[src/rtl/fpu_pkg.sv]
// Shared FP32 types and constants for the add/subtract execution unit.
package fpu_pkg;
  typedef struct packed {
    logic        sign;
    logic [7:0]  exp;
    logic [22:0] mant;
  } fp32_t;

  localparam int          SIGN_BIT      = 31;
  localparam logic [7:0]  EXP_MAX       = 8'hFF;
  localparam logic [31:0] FP32_POS_ZERO = 32'h0000_0000;
  localparam logic [31:0] FP32_QNAN     = 32'h7FC0_0000;

  function automatic logic [4:0] lzc27(input logic [26:0] v);
    logic [4:0] n;
    n = 5'd27;
    for (int i = 0; i < 27; i++) begin
      if (v[i]) n = 5'(26 - i);
    end
    return n;
  endfunction
endpackage

[src/rtl/fadd_p2.sv]
// Two-stage FP32 adder, round-to-nearest-even, denormals flushed to zero.
module fadd_p2
  import fpu_pkg::*;
(
  input  logic        clk,
  input  logic        rstn,
  input  logic [31:0] x1,
  input  logic [31:0] x2,
  output logic [31:0] y,
  output logic        ovf
);
  fp32_t       a, b;
  logic        swap, big_sign, eff_sub, a_nan, b_nan, a_inf, b_inf, spec;
  logic [7:0]  big_exp, sml_exp, d;
  logic [23:0] ma, mb, mbig, msml;
  logic [49:0] ext;
  logic [26:0] sml_al;
  logic [27:0] sum;
  logic [31:0] spec_y;

  logic [27:0] s1_sum;
  logic [7:0]  s1_exp;
  logic        s1_sign, s1_sub, s1_spec;
  logic [31:0] s1_spec_y;

  logic [4:0]  lz;
  logic [26:0] norm;
  logic [9:0]  e;
  logic        up;
  logic [24:0] rnd;
  logic [22:0] frac;
  logic [31:0] y_n;
  logic        ovf_n;

  // Stage 1: order operands by magnitude, align the smaller one, add or subtract.
  always_comb begin
    a       = x1;
    b       = x2;
    ma      = (a.exp == 8'd0) ? 24'd0 : {1'b1, a.mant};
    mb      = (b.exp == 8'd0) ? 24'd0 : {1'b1, b.mant};
    swap    = {b.exp, b.mant} > {a.exp, a.mant};
    big_sign = swap ? b.sign : a.sign;
    big_exp = swap ? b.exp : a.exp;
    sml_exp = swap ? a.exp : b.exp;
    mbig    = swap ? mb : ma;
    msml    = swap ? ma : mb;
    d       = big_exp - sml_exp;
    ext     = {msml, 26'd0} >> d;
    if (d > 8'd26) begin
      sml_al = {26'd0, |msml};
    end else begin
      sml_al = {ext[49:24], ext[23] | (|ext[22:0])};
    end
    eff_sub = a.sign ^ b.sign;
    if (eff_sub) begin
      sum = {1'b0, mbig, 3'd0} - {1'b0, sml_al};
    end else begin
      sum = {1'b0, mbig, 3'd0} + {1'b0, sml_al};
    end
    a_nan = (a.exp == EXP_MAX) && (a.mant != 23'd0);
    b_nan = (b.exp == EXP_MAX) && (b.mant != 23'd0);
    a_inf = (a.exp == EXP_MAX) && (a.mant == 23'd0);
    b_inf = (b.exp == EXP_MAX) && (b.mant == 23'd0);
    spec  = a_nan | b_nan | a_inf | b_inf;
    if (a_nan || b_nan || (a_inf && b_inf && eff_sub)) begin
      spec_y = FP32_QNAN;
    end else if (a_inf) begin
      spec_y = {a.sign, EXP_MAX, 23'd0};
    end else begin
      spec_y = {b.sign, EXP_MAX, 23'd0};
    end
  end

  // Stage 2: normalise, round to nearest even, detect overflow and underflow.
  always_comb begin
    lz = lzc27(s1_sum[26:0]);
    if (s1_sum[27]) begin
      norm = {s1_sum[27:2], s1_sum[1] | s1_sum[0]};
      e    = {2'b00, s1_exp} + 10'd1;
    end else begin
      norm = s1_sum[26:0] << lz;
      e    = {2'b00, s1_exp} - {5'd0, lz};
    end
    up   = norm[2] & (norm[1] | norm[0] | norm[3]);
    rnd  = {1'b0, norm[26:3]} + {24'd0, up};
    frac = rnd[24] ? rnd[23:1] : rnd[22:0];
    if (rnd[24]) begin
      e = e + 10'd1;
    end else begin
      e = e;
    end
    ovf_n = 1'b0;
    if (s1_spec) begin
      y_n = s1_spec_y;
    end else if (s1_sum == 28'd0) begin
      y_n = s1_sub ? FP32_POS_ZERO : {s1_sign, 31'd0};
    end else if (e[9] || (e == 10'd0)) begin
      y_n = {s1_sign, 31'd0};
    end else if (e >= 10'd255) begin
      y_n   = {s1_sign, EXP_MAX, 23'd0};
      ovf_n = 1'b1;
    end else begin
      y_n = {s1_sign, e[7:0], frac};
    end
  end

  // Pipeline registers for both stages.
  always_ff @(posedge clk) begin
    if (!rstn) begin
      s1_sum    <= 28'd0;
      s1_exp    <= 8'd0;
      s1_sign   <= 1'b0;
      s1_sub    <= 1'b0;
      s1_spec   <= 1'b0;
      s1_spec_y <= FP32_POS_ZERO;
      y         <= FP32_POS_ZERO;
      ovf       <= 1'b0;
    end else begin
      s1_sum    <= sum;
      s1_exp    <= big_exp;
      s1_sign   <= big_sign;
      s1_sub    <= eff_sub;
      s1_spec   <= spec;
      s1_spec_y <= spec_y;
      y         <= y_n;
      ovf       <= ovf_n;
    end
  end
endmodule

[src/rtl/fpu_resp_fifo.sv]
// Synchronous result FIFO; head is read straight from storage, which is cleared on reset.
module fpu_resp_fifo #(
  parameter int W     = 37,
  parameter int DEPTH = 4,
  localparam int CW   = $clog2(DEPTH + 1),
  localparam int PW   = (DEPTH > 1) ? $clog2(DEPTH) : 1
) (
  input  logic          clk,
  input  logic          rst,
  input  logic          push,
  input  logic [W-1:0]  push_data,
  input  logic          pop,
  output logic [W-1:0]  head,
  output logic [CW-1:0] count
);
  logic [W-1:0]  mem [DEPTH];
  logic [PW-1:0] wr_ptr, rd_ptr;

  function automatic logic [PW-1:0] nxt(input logic [PW-1:0] p);
    return (p == PW'(DEPTH - 1)) ? PW'(0) : p + PW'(1);
  endfunction

  assign head = mem[rd_ptr];

  // Storage, pointers and occupancy.
  always_ff @(posedge clk) begin
    if (rst) begin
      wr_ptr <= PW'(0);
      rd_ptr <= PW'(0);
      count  <= CW'(0);
      for (int i = 0; i < DEPTH; i++) mem[i] <= {W{1'b0}};
    end else begin
      if (push) begin
        mem[wr_ptr] <= push_data;
        wr_ptr      <= nxt(wr_ptr);
      end
      if (pop) rd_ptr <= nxt(rd_ptr);
      case ({push, pop})
        2'b10:   count <= count + CW'(1);
        2'b01:   count <= count - CW'(1);
        default: count <= count;
      endcase
    end
  end
endmodule

[src/rtl/fpu_addsub_unit.sv]
// FP32 add/subtract execution unit: handshake, sign flip, in-flight tracking,
// credit-limited issue and a result FIFO that absorbs downstream backpressure.
module fpu_addsub_unit
  import fpu_pkg::*;
#(
  parameter int LAT        = 2,
  parameter int FIFO_DEPTH = 4,
  parameter int TAG_W      = 4
) (
  input  logic             clk,
  input  logic             rst,
  input  logic             req_valid,
  output logic             req_ready,
  input  logic             req_sub,
  input  logic [31:0]      req_x1,
  input  logic [31:0]      req_x2,
  input  logic [TAG_W-1:0] req_tag,
  output logic             resp_valid,
  input  logic             resp_ready,
  output logic [31:0]      resp_y,
  output logic             resp_ovf,
  output logic [TAG_W-1:0] resp_tag,
  output logic             busy
);
  localparam int CW = $clog2(FIFO_DEPTH + 1);
  localparam int DW = 33 + TAG_W;

  logic             accept, push, pop;
  logic [31:0]      op_x1, op_x2, add_y;
  logic             add_ovf;
  logic [LAT:0]     vld_sr;
  logic [TAG_W-1:0] tag_sr [LAT+1];
  logic [CW-1:0]    inflight, count;
  logic [CW:0]      credits;
  logic [DW-1:0]    head;

  // Every accepted op owns a FIFO slot until popped, so the FIFO can never overflow.
  assign credits    = {1'b0, inflight} + {1'b0, count};
  assign req_ready  = ~rst & (credits < (CW+1)'(FIFO_DEPTH));
  assign accept     = req_valid & req_ready;
  assign push       = vld_sr[LAT];
  assign resp_valid = ~rst & (count != CW'(0));
  assign pop        = resp_valid & resp_ready;
  assign busy       = ~rst & ((inflight != CW'(0)) | (count != CW'(0)));
  assign {resp_y, resp_ovf, resp_tag} = head;

  // Operand registers; subtraction becomes addition of the negated second operand.
  always_ff @(posedge clk) begin
    if (rst) begin
      op_x1 <= FP32_POS_ZERO;
      op_x2 <= FP32_POS_ZERO;
    end else if (accept) begin
      op_x1 <= req_x1;
      op_x2 <= {req_x2[SIGN_BIT] ^ req_sub, req_x2[SIGN_BIT-1:0]};
    end
  end

  // Valid/tag shift registers aligned with the adder pipeline.
  always_ff @(posedge clk) begin
    if (rst) begin
      vld_sr <= {(LAT+1){1'b0}};
      for (int i = 0; i <= LAT; i++) tag_sr[i] <= {TAG_W{1'b0}};
    end else begin
      vld_sr <= {vld_sr[LAT-1:0], accept};
      if (accept) tag_sr[0] <= req_tag;
      for (int i = 1; i <= LAT; i++) tag_sr[i] <= tag_sr[i-1];
    end
  end

  // Accepted-but-not-yet-buffered counter.
  always_ff @(posedge clk) begin
    if (rst) begin
      inflight <= CW'(0);
    end else begin
      case ({accept, push})
        2'b10:   inflight <= inflight + CW'(1);
        2'b01:   inflight <= inflight - CW'(1);
        default: inflight <= inflight;
      endcase
    end
  end

  fadd_p2 u_fadd (
    .clk  (clk),
    .rstn (~rst),
    .x1   (op_x1),
    .x2   (op_x2),
    .y    (add_y),
    .ovf  (add_ovf)
  );

  fpu_resp_fifo #(.W(DW), .DEPTH(FIFO_DEPTH)) u_fifo (
    .clk       (clk),
    .rst       (rst),
    .push      (push),
    .push_data ({add_y, add_ovf, tag_sr[LAT]}),
    .pop       (pop),
    .head      (head),
    .count     (count)
  );
endmodule

[config.mk]
export PLATFORM = sky130hd
export DESIGN_NAME = fpu_addsub_unit
export DESIGN_NICKNAME = d
export VERILOG_FILES = /design/src/rtl/fpu_pkg.sv /design/src/rtl/fadd_p2.sv /design/src/rtl/fpu_resp_fifo.sv /design/src/rtl/fpu_addsub_unit.sv
export SDC_FILE = /design/constraint.sdc
export NUM_CORES = 1
export LEC_CHECK = 0
export BUFFER_PORTS_ARGS = -buffer_cell sky130_fd_sc_hd__buf_4
export CELL_PAD_IN_SITES_DETAIL_PLACEMENT = 0
export CELL_PAD_IN_SITES_GLOBAL_PLACEMENT = 1
export CORE_ASPECT_RATIO = 0.75
export CORE_MARGIN = 3
export CORE_UTILIZATION = 25
export DETAILED_ROUTE_END_ITERATION = 10
export PLACE_DENSITY = 0.48
export SLEW_MARGIN = 10
export SYNTH_ARGS = -nofsm -noshare
export SYNTH_HDL_FRONTEND = slang
export SYNTH_HIERARCHICAL = 1
export SYNTH_SLANG_ARGS = --single-unit
[constraint.sdc]
create_clock -name clk -period 10.17 [get_ports clk]
set_input_delay 0 -clock clk [delete_from_list [all_inputs] [get_ports clk]]
set_output_delay 0 -clock clk [all_outputs]
set_load 0.01 [all_outputs]
==> results list, run 1 <==
* Standard cell with the maximum stage delay on the critical path: nor4_1
- EDFF count, synth: 160
- The endpoint identified for the worst register-to-register timing path is u_fadd/s1_sum[27]$_SDFF_PN0_.
- The area growth from synthesis to layout is 17.97%.
- In this design, the stage delay of the slowest critical-path cell is 0.62 ns.
- Counting the fill cells in the layout gives 9654.
- Nets: 2851
* Min-delay worst type: in -> reg
- Sinks on Clock Net: 314
- Yosys printed 6 warnings.
- FF/Latch Area: 7890 sq um
* Status: complete, no violations
- Period minus WS final: 9.332 ns
- In this run the tightest slew margin relative to its limit is 7.733%.
* Latest clock arrival within the worst-skew pair: 0.59 ns
* Average wire per standard cell: 24.10 um
- Number of DRC violations after detailed-routing iteration 0: 2017
- Share of the yosys chip area belonging to registers: 33.67%
* Multi-input logic area: 14320 sq um
- Timing analysis after detailed placement gives a worst setup slack of 0.8130 ns.
* Start-to-end type of the worst setup path: reg -> reg
- Number of buffers inserted by post-CTS setup repair: 0
- Number of design rule violations left after detail routing: 0
* Unrepaired setup endpoints after global routing: false
- Once detail routing completed, the nets flagged for antenna violations numbered 0.
* Global-route usage over all layers: 18.82%
* Peak supply drop: 0.0001608 V
* Flip-flop cell with the highest count after synthesis: edfxtp_1
- TritonCTS built the clock tree.
- Floorplan die area: 97450 sq um
* Number of clock buffers inserted by TritonCTS: 38
- The startpoint identified for the worst hold timing path is req_x1[1].
- The initial utilization of the core area, before any placement, comes to 25.43%.
* Post-route clock period utilization: 91.76%
- Cells after synthesis: 2547
- Power spread over the standard cell area amounts to 272.4 nW/um^2.
* Via count: 20.75k
* Type of element capturing the critical path: flip-flop
- Placer congestion estimate: 0.9236
- The final hold violation count is 0.
- Synth Area per Inst: 9.197 sq um
* Max-slew violation count: 0
- The H-tree generated during clock tree synthesis spans 2 levels.
* Leakage power of the design: 10.89 nW
- # IOs: 113
- For the pin with the worst max-slew slack, the measured transition is 1.372 ns.
- Global-route wire length before repair: 138.9 mm
- The worst hold path passes through 3 cells.
* Max FO, Critical Path: 21
- CTS root buf: clkbuf_16
* CTS max path bufs: 3
* CP arrival: 9.75 ns
* Count of max-cap constraint violations: 0
- Required time of the critical path: 10.59 ns
* Total wirelength of the detailed-routed design: 94.80 mm
- Entering global routing, the biggest net connects 65 pins.
- Setup violations remaining at the end of the flow were counted as 0.
- After clock tree synthesis, the clock-pin slew on the worst setup and hold paths is 0.06 ns.
* Via count of the first global-routing pass: 20.28k
- After detailed routing, the number of vias per cell comes to 5.275.
- Setup_tns: 0 ns
- Of all flip-flops after synthesis, the portion carrying an async set or reset was 0%.
- The worst hold path terminates at op_x1[1]$_SDFFE_PP0P_.
* HPWL after DPL: 70.02 mm
- Initial antenna violation count: 5
- Summed over all layers, the global routing overflow is 0.
* Post-Route Hold Slack: 0.1697 ns
- Number of cell instances on the worst register-to-register path: 41
- Setup slack closes at 0.8381 ns.
- Distinct cell type count of the synthesized netlist: 108
- Core box area: 92130 sq um
- R2r startpoint: op_x1[21]$_SDFFE_PP0P_
* Number of cell rows: 96
* IO buf count: 112
- In this run the cell area of the synthesized design comes to 23420 sq um.
* Register-to-Register Setup Slack: 0.84 ns
* Chip height: 271.1 um
* Clock Skews: 0.04297 ns
- The number of antenna diodes in the final layout is 0.
- Sort of element at the start of the critical path: flip-flop
- Top achievable clock speed: 107.2 MHz
- The floorplan step set the die width to 359.5 um.
- DRT Pass-1 Iters: 5
- Cell type with the highest occurrence count on the critical path: a21oi_1
- Number of storage elements in the synthesis netlist: 314
* Fraction of final layout cells sized beyond drive strength 1: 16.32%
==> cells by family after synthesis <==
group / after synthesis / synth area share (%)
flip-flops: 314 / 33.67
buffers and inverters: 299 / 5.710
AO/OA/AOI/OAI: 584 / 17.35
other: 1 / 0.01601
multiplexers: 224 / 13.95
AND/OR/NAND/NOR: 956 / 21.26
adder cells (fa/ha/maj): 99 / 5.416
XOR/XNOR: 70 / 2.617
==> metrics by stage <==
| step | utilization, % | area [sq um] | cells | total power [mW] |
|---|---|---|---|---|
| final | 30.00 | 27630 | 3933 | 7.527 |
| after global placement | 27.77 | 25580 | 3789 | 6.010 |
| after CTS | 29.99 | 27630 | 3933 | 7.472 |
| after global routing | 30.00 | 27630 | 3933 | 7.972 |
| after floorplan | - | 23450 | 2554 | 4.619 |
| after detailed placement | 27.77 | 25580 | 3789 | 5.963 |
==> synthesized netlist by cell type, drive strengths merged, types with 9 or more instances <==
cell     number  area (sq um)
clkbuf      101         380.4
nand2b       26         165.2
mux2i        83         843.3
nor4         51         319.1
or2          11         68.82
o211ai       22         165.2
o31ai        25         192.7
o21a         15         112.6
xor2         31         271.5
a31oi        35         219.0
buf          70         476.7
a22o         28         245.2
and2        183          1145
dfxtp       154          3083
edfxtp      160          4805
o21bai       11         82.58
nand2       210         788.3
nand4        35         240.2
mux2         86          1186
inv         127         476.7
ha           95          1189
nor2b        91         569.3
a2111oi      12         132.6
nand3        53         270.3
nor3         64         357.8
nor2        185         706.9
o32ai         9         78.83
xnor2        39         341.6
a21oi       140         715.7
a221oi       10         87.58
a22oi        17         127.6
and3         10         62.56
o21ai        95         483.0
or3          20         130.1
o22ai        12         75.07
a211oi       32         240.2
mux4         55          1239
a21o         21         158.9
a21boi       13         101.4
==> metal layers <==
metal	GRT usage (%)	wire length, um	up-vias
met1	28.66	47430	10271
met2	25.61	37080	778
met5	0	23	-
met4	3.569	1462	4
li1	-	-	9599
met3	5.947	8804	94
==> critical path, delay by kind of cell, from the launching register on <==
kind | cells | cell delay, ns
flip-flops | 1 | 0.48
multiplexers | 3 | 0.74
buffers and inverters | 3 | 0.68
AND/OR/NAND/NOR | 8 | 1.50
AO/OA/AOI/OAI | 24 | 4.74
adder cells (fa/ha/maj) | 3 | 1.00
==> cell usage in the layout (no fill, tap or decap), drive strengths merged, types with 39 or more instances in the layout <==
cell type,Yosys,routed
nand2,210,210
nor2,185,185
and2,183,183
buf,70,181
edfxtp,160,160
dfxtp,154,154
a21oi,140,140
inv,127,129
ha,95,95
o21ai,95,95
nor2b,91,91
mux2,86,86
mux2i,83,83
dlygate4sd3,0,75
nor3,64,64
clkbuf,101,57
mux4,55,55
nand3,53,53
nor4,51,51
xnor2,39,39
==> cell type report <==
class,count,area share [%]
Multi-Input combinational cell,1941,51.81
Clock inverter,12,0.7471
Tap cell,1225,5.547
Inverter,128,1.748
Clock buffer,57,3.962
Sequential cell,314,28.55
Timing Repair Buffer,256,7.634
==> timing repair <==
action	CTS	global route
endpoints found under the hold margin	90	0
endpoints found under the setup margin	0	1
hold buffers	75	0
resized for setup	0	1
==> worst max-delay path by stage <==
| stage | start | depth (start not counted) | to | slack, ns |
|---|---|---|---|---|
| 6_report | op_x1[21]$_SDFFE_PP0P_ | 41 | u_fadd/s1_sum[27]$_SDFF_PN0_ | 0.84 |
| 5_1_grt | op_x1[21]$_SDFFE_PP0P_ | 41 | u_fadd/s1_sum[27]$_SDFF_PN0_ | 0.02 |
| 4_1_cts | op_x1[21]$_SDFFE_PP0P_ | 41 | u_fadd/s1_sum[26]$_SDFF_PN0_ | 0.72 |
| 3_5_place_dp | op_x1[21]$_SDFFE_PP0P_ | 41 | u_fadd/s1_sum[26]$_SDFF_PN0_ | 0.81 |
| 3_3_place_gp | op_x1[21]$_SDFFE_PP0P_ | 41 | u_fadd/s1_sum[26]$_SDFF_PN0_ | 0.97 |
| 2_1_floorplan | op_x1[28]$_SDFFE_PP0P_ | 44 | u_fadd/s1_sum[27]$_SDFF_PN0_ | 1.92 |
==> flip-flops by register name (all words and copies together) (netlist names), named ones only <==
name,flops
u_fadd/ovf,1
op_x1,32
u_fifo/rd_ptr,2
u_fifo/wr_ptr,2
u_fadd/s1_spec,1
inflight,3
u_fadd/y,32
u_fadd/s1_spec_y,3
u_fadd/s1_sign,1
vld_sr,3
op_x2,32
tag_sr,12
u_fadd/s1_sum,28
u_fadd/s1_exp,8
u_fifo/count,3
u_fifo/mem,148
u_fadd/s1_sub,1
==> report_power, final <==
| part | leakage [nW] | switching [mW] | internal (mW) | total, mW |
|---|---|---|---|---|
| clock network | 0.632 | 0.561 | 0.876 | 1.44 |
| registers | 2.92 | 0.194 | 1.45 | 1.65 |
| logic | 7.34 | 2.94 | 1.51 | 4.44 |
No activity file was read; power rests on OpenSTA's default activity.
==> run 2: changes to the inputs <==
ABC_AREA = 1   (was unset)
PLACE_DENSITY = 0.51   (was 0.48)
==> results list, run 2 <==
* Setup_tns: 0 ns (unchanged)
- The via count is 22.21k (+7.0%).
- The count of synthesis-stage warnings from yosys came to 6 (unchanged).
* Net switching component of the power: 4.386 mW (+19%)
- Launch point of the critical path: op_x1[26]$_SDFFE_PP0P_
* Register bank with the most flops: u_fifo/mem
* Status: complete, no violations
- FF/Latch Area: 7889 sq um (about the same)
* Initial antenna violation count: 0 (-5)
- The post-cts repair resize count was 0 (unchanged).
- The register share of total power was 19.5% (-2.4 points).
* Origin of the worst min-delay path: req_valid
- The insertion delay to the later sink of the worst-skew pair was 0.56 ns (-0.03 ns).
* Leading cell type in the layout, fill and taps excluded: nand2_1
- CTS max path bufs: 3 (unchanged)
* Type of element capturing the critical path: flip-flop
- Period minus WS final: 8.147 ns (-1.185 ns)
* Number of storage elements in the synthesis netlist: 314 (unchanged)
* Unrepaired setup endpoints after global routing: false
* Clock Skews: 0.02897 ns (-0.01401 ns)
- Top achievable clock speed: 122.7 MHz (+15%)
* Count of max-cap constraint violations: 0 (unchanged)
- The wire length of the first global-routing pass came to 133.6 mm (-3.8%).
- The number of top-level pins is 113 (unchanged).
- The actual slew at the worst max-slew pin was 1.195 ns (-0.1772 ns).
- Avg Vias per Cell: 4.650 (-12%)
- The number of H-tree branching levels was 2 (unchanged).
* Cells after synthesis: 3423 (+34%)
* Number of cell rows: 95 (-1.0%)
- DRT Pass-1 Iters: 5 (unchanged)
- The number of global-route vias before repair was 21.42k (+5.6%).
- Main area contributors after synthesis: edfxtp_1 21%, dfxtp_1 14%, nand2_1 13%, nand3_1 9.3%, inv_1 8.9%
- The number of failing setup endpoints in the final timing report was 0 (unchanged).
* Sinks on Clock Net: 314 (unchanged)
- The antenna diode count came to 0 (unchanged).
* Clock tree from TritonCTS: done
- The number of input and output port buffers inserted came to 112 (unchanged).
* Most used standard cell by instance count after synthesis: nand2_1
- Number of buffers added to fix hold violations after cts: 75 (unchanged)
- Number of clock buffers inserted by TritonCTS: 39 (+2.6%)
- Counting instances in the post-synthesis netlist gives the leading cell types as 771 x nand2_1, 536 x inv_1, 495 x nor2_1.
* Non-filler instance count after layout: 4776 (+21%)
- Max-slew violation count: 0 (unchanged)
- CP arrival: 8.61 ns (-1.14 ns)
- Nets: 3706 (+30%)
* PD cells: 306.6 nW/um^2 (+13%)
- The post-CTS clock slew at the launch and capture registers of the worst setup and hold paths came to 0.06 ns (about the same).
- Number of design rule violations left after detail routing: 0 (unchanged)
- edfxtp_1 takes more of the synthesized area than any other cell.
* Peak supply drop: 0.0001224 V (-24%)
- Internal Power: 3.743 mW (-2.4%)
* Chip width: 353.9 um (-1.5%)
- Utilization of the core after routing: 29.55% (-0.45 points)
- The worst-case headroom to the max-slew limit came to 19.49% (+12 points).
- The switching fraction of total power came to 53.95% (+4.9 points).
- The leakage dissipation was 12.42 nW (+14%).
- The number of DRC violations after detailed-routing iteration 0 was 1916 (-5.0%).
- Critical Path Max Stage Delay: 0.43 ns (-0.19 ns)
- Average wire per standard cell: 18.28 um (-24%)
- The top fanout value on the critical path was 37 (+76%).
* Fill count: 10.07k (+4.3%)
- The total grt overflow came to 0 (unchanged).
- The area of the multi-input gates was 11970 sq um (-16%).
- The top cell type's share of synthesized area was 21.17% (+0.66 points).
- The remaining number of nets flagged by the antenna check after routing came to 0 (unchanged).
- By instance count, the cell type seen most on the critical path is inv_1.
- The effective utilization at floorplan was 25.29% (-0.14 points).
- The final hold violation count is 0 (unchanged).
* Combinational Power Share: 63.8% (+4.8 points)
- Placer congestion estimate: 0.8741 (-5.4%)
- Synth Area per Inst: 6.631 sq um (-28%)
- The share of synthesized registers carrying an async set or reset is 0% (unchanged).
- The share of synthesized area occupied by flip-flops and latches came to 34.75% (+1.1 points).
- Floorplan die area: 94480 sq um (-3.1%)
- The cell total after placement came to 4630 (+22%).
- The slowest stage of the critical path is the nand2_4 cell.
- Top library cells by usage in the layout, fill and taps aside: 768 x nand2_1, 535 x inv_1, 494 x nor2_1, 423 x nand3_1, 160 x edfxtp_1
- The height of the die came to 266.9 um (-1.5%).
- The worst setup path is launched from a flip-flop.
* Pin count of the biggest net entering global routing: 76 (+17%)
* Layout Area Growth over Synthesis: 16.82%
- Required time of the critical path: 10.63 ns (+0.04 ns)
- The number of flip-flops in the largest register is 148 (unchanged).
- CTS root buf: clkbuf_16
- In the synthesized netlist the dominant register cell turns out to be edfxtp_1.
* Min-delay worst type: in -> reg
* R2r startpoint: op_x1[26]$_SDFFE_PP0P_
* Core box area: 89740 sq um (-2.6%)
- Global-route usage over all layers: 18.20% (-0.62 points)
- Total wirelength of the detailed-routed design: 87.29 mm (-7.9%)
* Distinct cell type count of the synthesized netlist: 61 (-44%)
- Number of buffers inserted by post-CTS setup repair: 0 (unchanged)
- The fraction of final layout cells with drive strength greater than 1 came to 7.688% (-8.6 points).
* Clock share of power: 16.8% (-2.3 points)
- The final cycle utilization of the critical path came to 80.11% (-12 points).
- The critical path is of the reg -> reg type.
- HPWL after DPL: 64.92 mm (-7.3%)
- EDFF count, synth: 160 (unchanged)
- The mapped cell area came to 22700 sq um (-3.1%).
[run 2: cell types whose count changed after synthesis, sizes merged, moves of 86 or more]
cell	delta
inv	+418
nor2b	-91
and2	-180
nor2	+339
mux2	-86
nand3	+373
nand2	+572
[run 2: critical path: cells and delay by family (launching register included)]
| kind | cells | cell delay (ns) |
|---|---|---|
| and+or+nand+nor | 23 | 3.38 |
| AOI/OAI and AO/OA | 8 | 1.74 |
| buffers and inverters | 9 | 1.50 |
| adders and majority gates | 3 | 0.98 |
| DFF | 1 | 0.42 |
[run 2: cell families after synthesis]
family,count (synthesis),synth area share [%]
AOI/OAI and AO/OA,404,10.06
xor gates and xnor gates,38,1.466
adders and majority gates,99,5.590
buffers and inverters,706,12.87
DFF,314,34.75
other,1,0.01652
and+or+nand+nor,1861,35.25
[run 2: path summary, 6_finish.rpt]
check,to,slack [ns],cells after the start
setup reg to reg,u_fadd/s1_sum[26]$_SDFF_PN0_,2.02,43
hold / removal,op_x1[8]$_SDFFE_PP0P_,0.10,4
setup / recovery,u_fadd/s1_sum[26]$_SDFF_PN0_,2.02,43
hold reg to reg,vld_sr[2]$_SDFF_PP0_,0.40,2
[run 2: power by group through the flow]
| stage | combinational (mW) | sequential, mW | clock (mW) |
|---|---|---|---|
| 2_1_floorplan | 3.66 | 1.56 | 0 |
| 5_1_grt | 5.84 | 1.60 | 1.48 |
| 3_3_place_gp | 5.15 | 1.61 | 0 |
| 6_report | 5.18 | 1.58 | 1.36 |
| 4_1_cts | 5.13 | 1.58 | 1.42 |
| 3_5_place_dp | 5.09 | 1.61 | 0 |
[run 2: layout make-up]
type / count / share of cell area, %
Multi-Input combinational cell: 2410 / 45.13
Timing Repair Buffer: 219 / 6.908
Clock buffer: 56 / 4.035
Sequential cell: 314 / 29.75
Tap cell: 1212 / 5.719
Inverter: 550 / 7.791
Clock inverter: 15 / 0.6653
[run 2: through the flow]
stage	power [mW]	area (sq um)	hold WS [ns]	setup slack [ns]
floorplan	5.216	22720	0.08119	4.281
global placement	6.762	24520	0.3093	2.189
detailed placement	6.696	24520	0.3059	2.189
CTS	8.134	26520	0.06819	2.152
global route	8.914	26520	0.1162	1.068
finish	8.129	26520	0.1038	2.023
[run 2: routing by layer]
metal	GRT usage (%)	part of all wire, %	routed length, um	vias up
met5	0	0	0	-
met4	2.292	0.88	767	0
met3	3.969	6.9	6028	53
met2	25.23	38	33440	529
met1	28.86	54	47050	10338
li1	-	-	-	11288
==> run 3: changes to the inputs <==
PLACE_DENSITY = 0.53   (was 0.51)
clock period = 6.9 ns   (was 10.17 ns; I/O delays follow)
==> results list, run 3 (synthesis results as in run 2) <==
* Post-Route Hold Slack: 0.1027 ns (-0.001109 ns)
* # IOs: 113 (unchanged)
- Combinational Power Share: 64.4% (+0.6 points)
- The number of fill cells was 9963 (-1.0%).
* Leakage power of the design: 12.96 nW (+4.3%)
- Leading cell type in the layout, fill and taps excluded: nand2_1
- Number of clock buffers inserted by TritonCTS: 39 (unchanged)
- Multi-input logic area: 12230 sq um (+2.2%)
- Count of final setup violators: 0 (unchanged)
- CTS root buf: clkbuf_16
- Clock share of power: 16.8% (about the same)
* Clock transition time at the flip-flop clock pins of the worst setup and hold paths: 0.06 ns (about the same)
* Pin count of the biggest net entering global routing: 76 (unchanged)
- FF/Latch Area: 7890 sq um (about the same)
* Required time of the critical path: 7.35 ns (-3.28 ns)
- The arrival time of the worst setup path was 6.83 ns (-1.78 ns).
- Max-slew violation count: 0 (unchanged)
- The total grt overflow came to 0 (unchanged).
- Via count of the first global-routing pass: 21.48k (+0.27%)
- The post-route clock skew came to 0.03190 ns (+0.002932 ns).
- Number of flip-flops in the largest register: 148 (unchanged)
- Start-to-end type of the worst setup path: reg -> reg
- Total wirelength of the detailed-routed design: 85.95 mm (-1.5%)
- Reg power frac: 18.8% (-0.7 points)
- The placeable core area came to 89740 sq um (unchanged).
* Period minus WS final: 6.377 ns (-1.770 ns)
- The fraction of final layout cells with drive strength greater than 1 came to 11.35% (+3.7 points).
- The most numerous cell type found on the critical path is nand2_1.
* Number of cell rows: 95 (unchanged)
* Top achievable clock speed: 156.8 MHz (+28%)
* Standard cell with the maximum stage delay on the critical path: o21ai_0
- The antenna diode count was 0 (unchanged).
- The final setup TNS came to 0 ns (unchanged).
- The top fanout value on the critical path came to 6 (-84%).
* Utilization of the core after routing: 30.73% (+1.2 points)
- The delay of the slowest critical-path stage was 0.41 ns (-0.02 ns).
* Global-route wire length before repair: 132.2 mm (-1.1%)
- The actual slew at the worst max-slew pin came to 1.088 ns (-0.1072 ns).
* Top library cells by usage in the layout, fill and taps aside: 762 x nand2_1, 533 x inv_1, 487 x nor2_1, 419 x nand3_1, 230 x buf_4
* Internal Power: 5.789 mW (+55%)
- HPWL after DPL: 64.60 mm (-0.49%)
- Peak supply drop: 0.0002204 V (+80%)
- The number of violations of the max-capacitance limit was 0 (unchanged).
- Floorplan die area: 94480 sq um (unchanged)
- The final instance area is 27580 sq um (+4.0%).
* Slew margin rel.: 27.22% (+7.7 points)
- Power, Total: 12.32 mW (+52%)
- Initial antenna violation count: 1 (+1)
* Starting density of the core: 25.29% (unchanged)
- From synthesis to final layout, the design area changed by 21.50%.
- Cell area after placement: 25190 sq um (+2.7%)
- Sinks on Clock Net: 314 (unchanged)
* Placed instance count: 4713 (+1.8%)
- The insertion delay to the later sink of the worst-skew pair was 0.58 ns (+0.02 ns).
- The per-cell via count in the routed design is 4.621 (-0.63%).
- Register bank with the most flops: u_fifo/mem
* Post-route clock period utilization: 92.42% (+12 points)
* Net switching component of the power: 6.528 mW (+49%)
* Type of element capturing the critical path: flip-flop
* Clock tree from TritonCTS: done
* Antenna Nets Post-Route: 0 (unchanged)
- The x dimension of the die came to 353.9 um (unchanged).
- The number of DRC violations after detailed-routing iteration 0 is 1800 (-6.1%).
- Via count: 22.49k (+1.3%)
* Switching share of power: 53.00% (-0.95 points)
* Worst setup margin: 0.5231 ns (-1.500 ns)
* Nets: 3798 (+2.5%)
- The number of remaining DRC errors is 0 (unchanged).
* H-Tree Depth: 2 (unchanged)
- Pre-CTS setup slack: 0.05280 ns (-2.136 ns)
* DRT Pass-1 Iters: 6 (+1)
* IO buf count: 112 (unchanged)
- Placer congestion estimate: 0.8998 (+2.9%)
* Global-route usage over all layers: 17.84% (-0.36 points)
- Chip height: 266.9 um (unchanged)
* Non-filler instance count after layout: 4868 (+1.9%)
- Status: complete, no violations
- The worst setup path is launched from a flip-flop.
- The worst hold path belongs to the class in -> reg.
- Count of final hold-check violations: 0 (unchanged)
* PD cells: 446.7 nW/um^2 (+46%)
* CTS max path bufs: 3 (unchanged)
- Average wire per standard cell: 17.66 um (-3.4%)
-- run 3: repair_timing --
| item | in CTS | in global routing |
|---|---|---|
| buffers inserted | 0 | 9 |
| gates resized for setup | 0 | 66 |
| hold buffers | 75 | 0 |
| hold endpoints to repair | 82 | 0 |
| setup endpoints to repair | 0 | 12 |
-- run 3: final timing paths --
path,from,endpoint,slack [ns],depth (start not counted)
setup / recovery,op_x1[27]$_SDFFE_PP0P_,u_fadd/s1_sum[26]$_SDFF_PN0_,0.52,43
setup reg to reg,op_x1[27]$_SDFFE_PP0P_,u_fadd/s1_sum[26]$_SDFF_PN0_,0.52,43
hold / removal,req_valid,op_x1[16]$_SDFFE_PP0P_,0.10,4
hold reg to reg,vld_sr[0]$_SDFF_PP0_,vld_sr[1]$_SDFF_PP0_,0.39,2
-- run 3: metal layers --
| layer | GRT usage [%] | up-vias | wire (um) | share of wire (%) |
|---|---|---|---|---|
| met2 | 24.59 | 536 | 32970 | 38 |
| met3 | 3.293 | 62 | 5034 | 5.9 |
| met1 | 28.67 | 10431 | 47030 | 55 |
| li1 | - | 11464 | - | - |
| met4 | 2.506 | 0 | 908 | 1.1 |
| met5 | 0 | - | 0 | 0 |
-- run 3: critical path, delay by kind of cell, from the launching register on --
family                     cells  cell delay, ns
buffers and inverters          6            0.80
adders and majority gates      2            0.72
and+or+nand+nor               29            3.20
DFF                            1            0.33
AOI/OAI and AO/OA              6            1.22
-- run 3: area by class of cell --
cell class	instances	share of cell area [%]
clock inverter	21	0.8984
tap	1212	5.499
clock buffer	50	3.761
timing repair buffer	311	9.369
sequential	314	28.61
inverter	550	7.518
multi-input combinational	2410	44.34
-- run 3: power groups by stage --
stage	combinational, mW	sequential (mW)	clock [mW]
2_1_floorplan	5.39	2.29	0
3_3_place_gp	7.73	2.36	0
3_5_place_dp	7.64	2.35	0
4_1_cts	7.71	2.32	2.14
5_1_grt	8.91	2.34	2.22
6_report	7.93	2.32	2.07
